--- config.mk ---
export PLATFORM = sky130hd
export DESIGN_NAME = pid_error_stage
export DESIGN_NICKNAME = d
export VERILOG_FILES = /design/src/rtl/pid_error_stage.sv
export SDC_FILE = /design/constraint.sdc
export NUM_CORES = 1
export LEC_CHECK = 0
export ABC_AREA = 1
export CAP_MARGIN = 30
export CORE_MARGIN = 3
export CORE_UTILIZATION = 60
export DETAILED_ROUTE_END_ITERATION = 8
export PLACE_DENSITY = 0.9
export SLEW_MARGIN = 10
export SYNTH_ARGS = -nofsm -noshare
export SYNTH_HDL_FRONTEND = slang
export SYNTH_SLANG_ARGS = --single-unit
--- constraint.sdc ---
create_clock -name i_clk -period 3.84 [get_ports i_clk]
set_input_delay 0.768 -clock i_clk [delete_from_list [all_inputs] [get_ports i_clk]]
set_output_delay 0.768 -clock i_clk [all_outputs]
set_load 0.05 [all_outputs]
--- src/rtl/pid_error_stage.sv ---
// Error-conditioning stage: registers the proportional term together with a
// saturating running integral and a saturating first difference.
module pid_error_stage #(
  parameter int WIDTH   = 16,
  parameter int INT_LIM = 2**(WIDTH-1)-1
) (
  input  logic                    i_clk,
  input  logic                    i_rst_n,
  input  logic                    i_clr,
  input  logic                    i_err_valid,
  input  logic signed [WIDTH-1:0] i_err,
  output logic                    o_err_ready,
  output logic                    o_out_valid,
  input  logic                    i_out_ready,
  output logic signed [WIDTH-1:0] o_prop,
  output logic signed [WIDTH-1:0] o_integ,
  output logic signed [WIDTH-1:0] o_deriv,
  output logic                    o_sat_int,
  output logic                    o_sat_der
);

  localparam logic signed [WIDTH:0]   LIM_POS = (WIDTH+1)'(INT_LIM);
  localparam logic signed [WIDTH:0]   LIM_NEG = -LIM_POS;
  localparam logic signed [WIDTH-1:0] D_MAX   = {1'b0, {(WIDTH-1){1'b1}}};
  localparam logic signed [WIDTH-1:0] D_MIN   = {1'b1, {(WIDTH-1){1'b0}}};

  function automatic logic signed [WIDTH-1:0] clamp_int(input logic signed [WIDTH:0] v);
    if (v > LIM_POS) begin
      clamp_int = LIM_POS[WIDTH-1:0];
    end else if (v < LIM_NEG) begin
      clamp_int = LIM_NEG[WIDTH-1:0];
    end else begin
      clamp_int = v[WIDTH-1:0];
    end
  endfunction

  function automatic logic int_clamped(input logic signed [WIDTH:0] v);
    int_clamped = (v > LIM_POS) || (v < LIM_NEG);
  endfunction

  // A WIDTH+1 difference overflows WIDTH exactly when its top two bits differ.
  function automatic logic signed [WIDTH-1:0] clamp_der(input logic signed [WIDTH:0] v);
    case ({v[WIDTH], v[WIDTH-1]})
      2'b01:   clamp_der = D_MAX;
      2'b10:   clamp_der = D_MIN;
      default: clamp_der = v[WIDTH-1:0];
    endcase
  endfunction

  function automatic logic der_clamped(input logic signed [WIDTH:0] v);
    der_clamped = v[WIDTH] ^ v[WIDTH-1];
  endfunction

  logic signed [WIDTH-1:0] r_acc_int;
  logic signed [WIDTH-1:0] r_e_prev;
  logic                    r_first;
  logic                    r_out_valid;
  logic signed [WIDTH-1:0] r_prop;
  logic signed [WIDTH-1:0] r_integ;
  logic signed [WIDTH-1:0] r_deriv;
  logic                    r_sat_int;
  logic                    r_sat_der;

  logic                    w_acc;
  logic signed [WIDTH-1:0] w_int_eff;
  logic                    w_first_eff;
  logic signed [WIDTH:0]   w_sum;
  logic signed [WIDTH:0]   w_diff;
  logic signed [WIDTH-1:0] w_integ_new;
  logic                    w_sat_int_new;
  logic signed [WIDTH-1:0] w_deriv_new;
  logic                    w_sat_der_new;

  assign o_err_ready = ~r_out_valid | i_out_ready;
  assign w_acc       = i_err_valid & o_err_ready;
  assign o_out_valid = r_out_valid;
  assign o_prop      = r_prop;
  assign o_integ     = r_integ;
  assign o_deriv     = r_deriv;
  assign o_sat_int   = r_sat_int;
  assign o_sat_der   = r_sat_der;

  // New result for the incoming sample; a same-cycle clear acts as empty history.
  always_comb begin
    w_int_eff     = r_acc_int;
    w_first_eff   = r_first;
    w_deriv_new   = {WIDTH{1'b0}};
    w_sat_der_new = 1'b0;
    if (i_clr) begin
      w_int_eff   = {WIDTH{1'b0}};
      w_first_eff = 1'b1;
    end else begin
      w_int_eff   = r_acc_int;
      w_first_eff = r_first;
    end
    w_sum         = {w_int_eff[WIDTH-1], w_int_eff} + {i_err[WIDTH-1], i_err};
    w_diff        = {i_err[WIDTH-1], i_err} - {r_e_prev[WIDTH-1], r_e_prev};
    w_integ_new   = clamp_int(w_sum);
    w_sat_int_new = int_clamped(w_sum);
    if (w_first_eff) begin
      w_deriv_new   = {WIDTH{1'b0}};
      w_sat_der_new = 1'b0;
    end else begin
      w_deriv_new   = clamp_der(w_diff);
      w_sat_der_new = der_clamped(w_diff);
    end
  end

  // Single-entry output register with valid/ready handshake.
  always_ff @(posedge i_clk or negedge i_rst_n) begin
    if (!i_rst_n) begin
      r_out_valid <= 1'b0;
      r_prop      <= {WIDTH{1'b0}};
      r_integ     <= {WIDTH{1'b0}};
      r_deriv     <= {WIDTH{1'b0}};
      r_sat_int   <= 1'b0;
      r_sat_der   <= 1'b0;
    end else if (w_acc) begin
      r_out_valid <= 1'b1;
      r_prop      <= i_err;
      r_integ     <= w_integ_new;
      r_deriv     <= w_deriv_new;
      r_sat_int   <= w_sat_int_new;
      r_sat_der   <= w_sat_der_new;
    end else if (r_out_valid && i_out_ready) begin
      r_out_valid <= 1'b0;
    end
  end

  // Integrator and derivative history; clear only affects this state.
  always_ff @(posedge i_clk or negedge i_rst_n) begin
    if (!i_rst_n) begin
      r_acc_int <= {WIDTH{1'b0}};
      r_e_prev  <= {WIDTH{1'b0}};
      r_first   <= 1'b1;
    end else if (w_acc) begin
      r_acc_int <= w_integ_new;
      r_e_prev  <= i_err;
      r_first   <= 1'b0;
    end else if (i_clr) begin
      r_acc_int <= {WIDTH{1'b0}};
      r_e_prev  <= {WIDTH{1'b0}};
      r_first   <= 1'b1;
    end
  end

endmodule

# ---- After elaboration in Yosys (flattened, before gate mapping)
# Index checks and enable logic that the tools add are counted.
dict set report word_totals {
  ff_bits 84
  wordCells 36
}
dict set report classes {
  n_reduce_logical 4
  eq_ne 2
  mux 13
  add_sub_neg 2
  n_lt_le_gt_ge 2
  n_bitwise 4
}
# cell count
set ops {}
lappend ops {{$mux W16} 7}
lappend ops {{$pmux W16 S2} 1}
lappend ops {{$add A16 B16 Y17} 1}
lappend ops {{$gt A17 B16 Y1 const B} 1}
lappend ops {{$lt A17 B16 Y1 const B} 1}
lappend ops {{$sub A16 B16 Y17} 1}
lappend ops {{$mux W1} 5}
lappend ops {{$reduce_bool A2 Y1} 2}
lappend ops {{$eq A2 B1 Y1 const B} 1}
lappend ops {{$eq A2 B2 Y1 const B} 1}
lappend ops {{$and A1 B1 Y1} 1}
lappend ops {{$logic_and A1 B1 Y1} 1}
lappend ops {{$logic_or A1 B1 Y1} 1}
lappend ops {{$not A1 Y1} 1}
lappend ops {{$or A1 B1 Y1} 1}
lappend ops {{$xor A1 B1 Y1} 1}

# ---- Logic depth before layout (Yosys ltp)
# Gate-level depths: netlist of the first run.
dict set report logic_depth {
  ltp_word 6
  mapped_depth 23
  ltp_nobuf 22
}

# ---- Worst setup path after synthesis of the first run
# OpenSTA, ideal clock, no wires.
dict set report synth_path {
  path_kind {input -> register}
  start {input i_clr}
  end {register r_integ[0], in the netlist o_integ[0]}
  slack_ps 623
  path_stages 20
  t_arrival_ps 3098
  setup_ps 119
  path_cell_list {clkbuf_1 clkbuf_1 nor2_1 ha_1 inv_1 fa_1 inv_1 nand3_1 nand2_2 nand3_2 nand3_2 nand4_2 nand2_2 xor2_2 inv_2 nand2_4 buf_6 nand3_2 nand2_1 nand2_1}
}
dict set report synth_between {
  elab_chain_cells 5
  elab_cells_between_ends 6
}
# element line_no
set synth_lines {}
lappend synth_lines {{start: declaration} 9} ;# input logic i_clr,
lappend synth_lines {{$mux W16 (*)} -}
lappend synth_lines {{$add A16 B16 Y17 (*)} 96} ;# w_sum = {w_int_eff[WIDTH-1], w_int_eff} + {i_err[WIDTH-1], i_err};
lappend synth_lines {{$lt A17 B16 Y1} 30} ;# end else if (v < LIM_NEG) begin
lappend synth_lines {{$mux W16} 30}
lappend synth_lines {{$mux W16 (*)} 28} ;# if (v > LIM_POS) begin
lappend synth_lines {{end signal: assignment} 114} ;# r_integ <= {WIDTH{1'b0}};
lappend synth_lines {{end signal: assignment} 121} ;# r_integ <= w_integ_new;
lappend synth_lines {{end: declaration} 59} ;# logic signed [WIDTH-1:0] r_integ;
# Every way passes the cells marked *; elsewhere a longest branch is shown, timed or not.
# A chain may end at the register's enable or synchronous reset.

# ---- Worst setup path after layout of the first run
dict set report layout_path {
  start {input i_err[0]}
  end {register r_deriv[9], in the netlist o_deriv[9]}
}
dict set report layout_between {
  elab_chain_cells 4
  elab_cells_between_ends 5
}
# element line_no
set layout_lines {}
lappend layout_lines {{start: declaration} 11} ;# input logic signed [WIDTH-1:0] i_err,
lappend layout_lines {{$sub A16 B16 Y17 (*)} 97} ;# w_diff = {i_err[WIDTH-1], i_err} - {r_e_prev[WIDTH-1], r_e_prev};
lappend layout_lines {{$eq A2 B2 Y1 or $eq A2 B1 Y1 (tied branches)} 43} ;# case ({v[WIDTH], v[WIDTH-1]})
lappend layout_lines {{$pmux W16 S2 (*)} 43}
lappend layout_lines {{$mux W16 (*)} 100} ;# if (w_first_eff) begin
lappend layout_lines {{end signal: assignment} 115} ;# r_deriv <= {WIDTH{1'b0}};
lappend layout_lines {{end signal: assignment} 122} ;# r_deriv <= w_deriv_new;
lappend layout_lines {{end: declaration} 60} ;# logic signed [WIDTH-1:0] r_deriv;
# Marks and branches as above.

==> impl_metrics.ini, run 1 <==
[placed_design]
port_buffers = 72
placed_area_sq_um = 6050
dp_hpwl_mm = 10.3
gp_congestion = 0.966
place_ws_ns = -0.0229

[setup_path]
rr_worst_depth = 15
endpoint = o_deriv[9]
worstPathArrival_ns = 3.79
crit_buf_inv = 4
max_stage_delay_ns = 0.48
worst-path-stages = 16
critPathMaxFanout = 7
crit_chain = clkdlybuf4s50_1, inv_1, ha_1, inv_1, fa_1, nand3_1, nand3_1, a21o_1, nand3_1, nand2_1, xor2_1, ha_1, inv_1, a21oi_1, o21ai_0, a22o_1
reg2reg_to = o_deriv[9]
path_class = in2reg
critPathCaptureType = flip-flop
r2r-start = r_e_prev[4]
r2r_slack_ns = 0.89
crit_slowest_cell = clkdlybuf4s50_1
required_ns = 4.08
start_kind = primary input
path_delay_family = adder cells
startpoint = i_err[0]

[sta]
fin_crit_ns = 3.54
worstMarginPinSlew_ns = 0.567
drv_slew = 0
max_freq_mhz = 282
fin_skew_ns = 0.0106
setup_tns_ns = 0
hold_viol = 0
slew_headroom_pct = 62.2
fin_ws_ns = 0.300
post-route-period-util_pct = 92.2
rsz0062_at_grt = no
hold_slack_ns = 0.369
finalSetupViolCount = 0

[final_layout]
final_common_cell = nand2_1
diodes = 0
area_growth_pct = 20.6
post-route-util_pct = 75.5
finalNetCount = 849
final_cell_mix = nand2_1 (250), inv_1 (111), dfrtp_1 (83)
design_area_sq_um = 6270
drive_above_1_share_pct = 5.90

[synth]
synth_cells = 716
synth.distinct_cells = 37
yosys_warnings = 0
synth_fp_nets = 773
yosysSeqAreaShare_pct = 40.5
synth_seq_cells = 84
synthTopCellsByArea = dfrtp_1 (40%), nand2_1 (18%), ha_1 (8.2%), inv_1 (8.0%), nand3_1 (4.0%)
synth_top_area_cell = dfrtp_1
yosysTopAreaCellShare_pct = 40.0
synth_area_sq_um = 5190
avgSynthCellArea_sq_um = 7.25

[power]
p_leak_uw = 0.00343
powerDensity_nw_per_um2 = 611
ir_worst_vdd_mv = 0.460

[global_route]
grt_pass1_vias = 4843
grt_overflow = 0
grt_pass1_wl_mm = 22.3
grt.total_usage_pct = 27.7
antenna_found_initial = 0
grt_start_max_net_pins = 62

[routing]
drtPass1Iterations = 7
drc = 0
vias = 4835
ant_nets = 0
wire_per_inst_microns = 14.5
drt-vias-per-instance = 5.36
drt_iter0_drc = 286
drt-total-wl_mm = 13.1

[cts]
clkLatencyLatePin_ns = 0.35
htreeDepth = 3
postCtsSetupBuffers = 0
path_clk_slew_ns = 0.09
cts_buffers = 9
clock-sinks = 84
cts_root_buf = clkbuf_8
postCtsHoldBufs = 0
cts_resized = 0
cts_tree = done
cts_max_path_buffers = 2

[min_path]
min_path_type = in2async

[outcome]
outcome = complete, no violations

[die]
ios = 73
dieArea_sq_um = 9810
start_util_pct = 62.6
die_w_microns = 99.0
core_area_sq_um = 8300
die_h_microns = 99.0
rows = 33

[flow_run]
cap_viol_max_count = 0
## how the worst min path moves through the flow
stage                      startpoint          end  slack (ns)
after floorplan               i_rst_n   o_deriv[0]        0.47
after CTS                     i_rst_n   o_deriv[1]        0.39
final                         i_rst_n   o_deriv[1]        0.37
after detailed placement  o_integ[10]  o_integ[10]        0.47
after global placement     o_integ[0]   o_integ[0]        0.46
after global routing          i_rst_n   o_deriv[1]        0.41
## registers in the layout (all words and copies together) (netlist names)
name	count
o_sat_der	1
o_prop	16
r_first	1
o_sat_int	1
r_e_prev	16
o_integ	16
r_acc_int	16
o_out_valid	1
o_deriv	16
## through the flow
step / power, uW / cells
after global routing: 4070 / 902
final: 3830 / 902
after detailed placement: 3160 / 886
after global placement: 3110 / 885
after floorplan: 2580 / 716
after CTS: 3830 / 902
## power breakdown
part           switching, uW  leakage, uW  internal [uW]
registers                102      0.00107           1100
logic                   1330      0.00225            630
clock network            331     0.000106            337
## synth_stat cells
cell,number
o21ai_0,37
o31ai_1,3
a22oi_1,1
o21ai_1,1
a211oi_1,1
nand3b_1,2
nor2_2,1
a21oi_1,32
xnor2_1,2
clkbuf_1,15
o22ai_1,11
nand4_2,1
a31oi_1,1
fa_1,2
nand3_2,3
a21oi_2,2
inv_2,3
nand3_1,41
dfrtp_1,83
a21o_1,3
nand2_1,251
or2_2,2
a31o_2,1
o21a_1,1
ha_1,34
nor3_1,4
dfstp_2,1
nand4_1,5
inv_1,111
xor2_2,1
xor2_1,5
and2_1,1
nand2_4,1
nor2_1,42
nand2_2,3
a22o_1,6
buf_6,2
## final cells by class
type                    count  area (sq um)
clock inverters             5          60.1
clock buffers              11           151
flip-flops and latches     84          2100
repair buffers             82           806
well taps                 105           131
multi-input cells         501          2590
inverters                 114           428
fillers                   667          2030
## worst reg2reg max path, delay by kind of cell (launching register included)
family,cells,cell delay [ns]
compound gates,5,0.78
xor+xnor,1,0.26
fa+ha+maj,2,0.75
buf+inv,3,0.30
flops,1,0.34
simple gates,4,0.40
## per-layer routing
layer | track usage, % | routed length [microns] | up-vias
met5 | 0 | 0 | -
met4 | 8.72 | 284 | 0
met3 | 4.32 | 689 | 26
met2 | 47.9 | 6490 | 160
met1 | 35.7 | 5670 | 2233
li1 | - | - | 2416
## kinds of logic (layout without fill, tap and decap cells)
kind of cell    after synthesis  after routing  synth area share (%)
compound gates              100            100                  11.0
xor+xnor                      8              8                  1.49
fa+ha+maj                    36             36                  8.96
buf+inv                     131            212                  9.76
flops                        84             84                  40.5
simple gates                357            357                  28.3
Power figures use the tool's default switching activity.
==> run 2, diff against run 1 <==
==> constraint.sdc (replaced) <==
create_clock -name i_clk -period 4.4 [get_ports i_clk]
set_input_delay 0.88 -clock i_clk [delete_from_list [all_inputs] [get_ports i_clk]]
set_output_delay 0.88 -clock i_clk [all_outputs]
set_load 0.05 [all_outputs]
==> run 2 against run 1 <==
  * Utilization down 0.59 points
  * Non-clock buffer count down 6
  * Power down 13%
  * Die area unchanged
  * Design area down 0.78%
  * Worst hold slack better by 0.11 ns
  * Register-to-register slack better by 0.37 ns
  * Largest power group unchanged
  * Sequential power down 12%
  * Routed wire length down 1.7%
  * Highest routed layer unchanged
  * First-iteration DRC count down 29%
  * Clock power down 12%
==> impl_metrics.ini, run 2 (synthesized netlist as in run 1, its figures left out) <==
[outcome]
outcome = complete, no violations

[sta]
max_freq_mhz = 261
hold_viol = 0
setup_tns_ns = 0
finalSetupViolCount = 0
rsz0062_at_grt = no
fin_skew_ns = 0.0123
hold_slack_ns = 0.477
fin_crit_ns = 3.84
worstMarginPinSlew_ns = 0.626
drv_slew = 0
slew_headroom_pct = 58.1
post-route-period-util_pct = 87.2

[min_path]
min_path_type = in2async

[setup_path]
startpoint = i_err[5]
rr_worst_depth = 15
endpoint = o_deriv[5]
r2r_slack_ns = 1.26
worstPathArrival_ns = 4.12
required_ns = 4.69
critPathCaptureType = flip-flop
start_kind = primary input
path_class = in2reg
reg2reg_to = o_deriv[5]
critPathMaxFanout = 14
r2r-start = r_e_prev[4]

[cts]
postCtsHoldBufs = 0
cts_max_path_buffers = 2
clock-sinks = 84
clkLatencyLatePin_ns = 0.36
cts_root_buf = clkbuf_8
htreeDepth = 3
cts_tree = done
path_clk_slew_ns = 0.10
postCtsSetupBuffers = 0
cts_buffers = 9
cts_resized = 0

[routing]
drt-vias-per-instance = 5.30
drtPass1Iterations = 5
vias = 4753
drt-total-wl_mm = 12.9
wire_per_inst_microns = 14.4
drc = 0
ant_nets = 0
drt_iter0_drc = 202

[final_layout]
final_common_cell = nand2_1
final_cell_mix = nand2_1 (250), inv_1 (111), dfrtp_1 (83)
finalNetCount = 843
drive_above_1_share_pct = 5.18
area_growth_pct = 19.7
diodes = 0
stdcell_count = 896

[power]
p_leak_uw = 0.00339
powerDensity_nw_per_um2 = 535
ir_worst_vdd_mv = 0.385

[die]
ios = 73
die_h_microns = 99.0
die_w_microns = 99.0
start_util_pct = 62.6
dieArea_sq_um = 9810
rows = 33
core_area_sq_um = 8300

[global_route]
grt_overflow = 0
grt_pass1_vias = 4720
antenna_found_initial = 0
grt_start_max_net_pins = 62
grt_pass1_wl_mm = 21.8
grt.total_usage_pct = 27.4

[flow_run]
cap_viol_max_count = 0

[placed_design]
gp_congestion = 0.932
place_inst = 880
port_buffers = 72
dp_hpwl_mm = 9.81
==> run 2: layout make-up <==
cell class / instances / area, sq um
clock inverters: 6 / 70.1
inverters: 114 / 428
flip-flops and latches: 84 / 2100
clock buffers: 10 / 138
well taps: 105 / 131
fillers: 655 / 2080
multi-input cells: 501 / 2590
repair buffers: 76 / 761
==> run 2: metal layers <==
metal  up-vias  track usage, %  wire length, microns
met3        19            4.25                   655
met4         0            7.88                   207
met2       138            46.5                  6300
li1       2407               -                     -
met1      2189            36.4                  5740
met5         -               0                     0
==> run 2: critical path, stage by stage <==
cell             delay, ns
clkdlybuf4s50_1       0.50
ha_1                  0.41
nand2_1               0.09
o21ai_0               0.23
nand2_1               0.09
nand3_1               0.16
nand2_1               0.07
nand3_1               0.08
xor2_1                0.25
inv_1                 0.07
ha_1                  0.52
nor2_1                0.09
nor2_2                0.31
inv_1                 0.16
o21ai_0               0.20
==> run 2: how the worst min path moves through the flow <==
stage,start,to,slack (ns),depth (start not counted)
after floorplan,r_e_prev[0],r_e_prev[0],0.48,2
after global placement,o_integ[2],o_integ[2],0.46,2
after detailed placement,o_integ[11],o_integ[11],0.47,2
after CTS,o_integ[11],o_integ[11],0.49,2
after global routing,i_rst_n,o_deriv[13],0.51,1
final,i_rst_n,o_deriv[13],0.48,1
==> run 2: stage by stage <==
stage	utilization, %	setup slack (ns)	area [sq um]	power (uW)
final	74.9	0.564	6220	3330
after detailed placement	72.4	0.216	6010	2740
after global placement	72.2	0.355	5990	2710
after floorplan	-	1.07	5190	2250
after global routing	74.9	0.186	6220	3530
after CTS	74.9	0.586	6220	3330
==> run 2: power by group <==
group	internal (uW)	switching, uW	leakage (uW)	total [uW]
sequential	961	86.8	0.00107	1050
clock	282	307	0.0000955	589
combinational	540	1150	0.00222	1690
==> run 3, diff against run 2 <==
--- a/config.mk
+++ b/config.mk
@@ -6,7 +6,7 @@
 export NUM_CORES = 1
 export LEC_CHECK = 0
 export ABC_AREA = 1
-export CAP_MARGIN = 30
+export CORE_ASPECT_RATIO = 0.8
 export CORE_MARGIN = 3
 export CORE_UTILIZATION = 60
 export DETAILED_ROUTE_END_ITERATION = 8
==> run 3 against run 2 <==
  * Utilization up 1.6 points
  * Clock skew down 0.0065 ns
  * Clock power up 14%
  * Power up 2.8%
  * Global-route usage up 1.5 points
==> impl_metrics.ini, run 3 (synthesized netlist as in run 1, its figures left out) <==
[cts]
cts_max_path_buffers = 2
clkLatencyLatePin_ns = 0.37
clock-sinks = 84
cts_buffers = 9
cts_root_buf = clkbuf_8
postCtsHoldBufs = 0
postCtsSetupBuffers = 0
cts_resized = 0
path_clk_slew_ns = 0.08
htreeDepth = 3
cts_tree = done

[global_route]
grt.total_usage_pct = 28.9
grt_start_max_net_pins = 85
grt_pass1_wl_mm = 21.9
grt_pass1_vias = 4739
grt_overflow = 0
antenna_found_initial = 0

[power]
combinationalPowerShare_pct = 49.7
p_leak_uw = 0.00341
p_clk_share_pct = 19.6
power_uw = 3420
seq_power_share_pct = 30.7
switching_share_pct = 44.6
powerDensity_nw_per_um2 = 547
ir_worst_vdd_mv = 0.387
p_sw_uw = 1520
power.internal_uw = 1900

[routing]
ant_nets = 0
met1Wirelength_mm = 5.86
routed-wl-met2_mm = 6.01
drt_iter0_drc = 386
wire_per_inst_microns = 14.7
drt-total-wl_mm = 13.2
drt-vias-per-instance = 5.50
vias = 4943
drc = 0
dr.max_layer_used = met4
route.met3.wl_mm = 1.07
drtPass1Iterations = 6

[setup_path]
critPathCaptureType = flip-flop
required_ns = 4.66
critPathMaxFanout = 16
start_kind = primary input
path_class = in2reg
worstPathArrival_ns = 4.09

[die]
rows = 29
die_w_microns = 110
core_area_sq_um = 8160
ios = 73
die_h_microns = 89.2
start_util_pct = 63.6
dieArea_sq_um = 9820

[placed_design]
dp_hpwl_mm = 9.81
port_buffers = 72
place_inst = 884
gp_congestion = 1.01

[flow_run]
cap_viol_max_count = 0

[final_layout]
stdcell_count = 899
drive_above_1_share_pct = 5.18
final_cell_mix = nand2_1 (250), inv_1 (111), dfrtp_1 (83)
final_common_cell = nand2_1
area_growth_pct = 20.3
finalNetCount = 844
diodes = 0

[sta]
drv_slew = 0
hold_viol = 0
post-route-period-util_pct = 87.0
setup_tns_ns = 0
fin_skew_ns = 0.00580
max_freq_mhz = 261
rsz0062_at_grt = no
fin_crit_ns = 3.83
worstMarginPinSlew_ns = 1.06
finalSetupViolCount = 0
slew_headroom_pct = 29.5

[outcome]
outcome = complete, no violations

[min_path]
min_path_type = reg2reg
==> run 3: cell count changes in the layout (fill, tap and decap cells not counted), sizes merged <==
| cell | before | now |
|---|---|---|
| clkinvlp | 3 | 0 |
| bufinv | 1 | 3 |
| buf | 5 | 6 |
| clkinv | 0 | 2 |
| inv | 116 | 114 |
==> run 3: worst paths after layout <==
kind,from,to,slack [ns],depth (start not counted)
min reg2reg,o_integ[15],o_integ[15],0.48,2
min in group asynchronous,i_rst_n,o_prop[13],0.70,1
max in group asynchronous,i_rst_n,o_integ[15],3.04,1
max,i_clr,r_acc_int[3],0.57,21
max reg2reg,r_e_prev[5],o_deriv[3],1.30,15
min,o_integ[15],o_integ[15],0.48,2
==> run 3: area by class of cell <==
class	instances	area (sq um)
repair buffers	77	756
clock inverters	5	100
clock buffers	10	138
multi-input cells	501	2590
well taps	108	135
flip-flops and latches	84	2100
inverters	114	428
fillers	633	1920
==> run 3: power by group through the flow <==
stage / Clock, uW / Sequential (uW) / Combinational, uW
3_3_place_gp: 0 / 1050 / 1650
2_1_floorplan: 0 / 1510 / 738
6_report: 669 / 1050 / 1700
5_1_grt: 714 / 1070 / 1860
3_5_place_dp: 0 / 1060 / 1680
4_1_cts: 680 / 1050 / 1700
==> run 3: stage by stage <==
step	instance area [sq um]	hold slack, ns	setup slack, ns	utilization (%)
6_report	6250	0.481	0.574	76.5
5_1_grt	6250	0.511	0.292	76.5
4_1_cts	6250	0.487	0.616	76.5
3_5_place_dp	6010	0.465	0.248	73.6
3_3_place_gp	6010	0.462	0.432	73.6
2_1_floorplan	5190	0.475	1.07	-
==> run 3: metal layers <==
metal | track usage [%] | up-vias
met5 | 0 | -
met4 | 9.06 | 0
met3 | 7.44 | 33
met2 | 46.9 | 232
met1 | 38.3 | 2264
li1 | - | 2414
==> run 3: worst max-delay path, stage by stage <==
cell and delay, ns:
clkdlybuf4s50_1 0.60, nor2_1 0.26, ha_1 0.26, inv_1 0.07, fa_1 0.41, inv_1 0.10, nand3_1 0.11, nand2_2 0.16
nand2_1 0.09, nand2_1 0.06, nand2_1 0.04, nand2_1 0.07, nand3_1 0.10, nor2_1 0.17, nand3_1 0.10, nand2_1 0.12
nand2_4 0.15, nand2_1 0.09, nand2_1 0.06, nand2_1 0.08, nand2_1 0.07
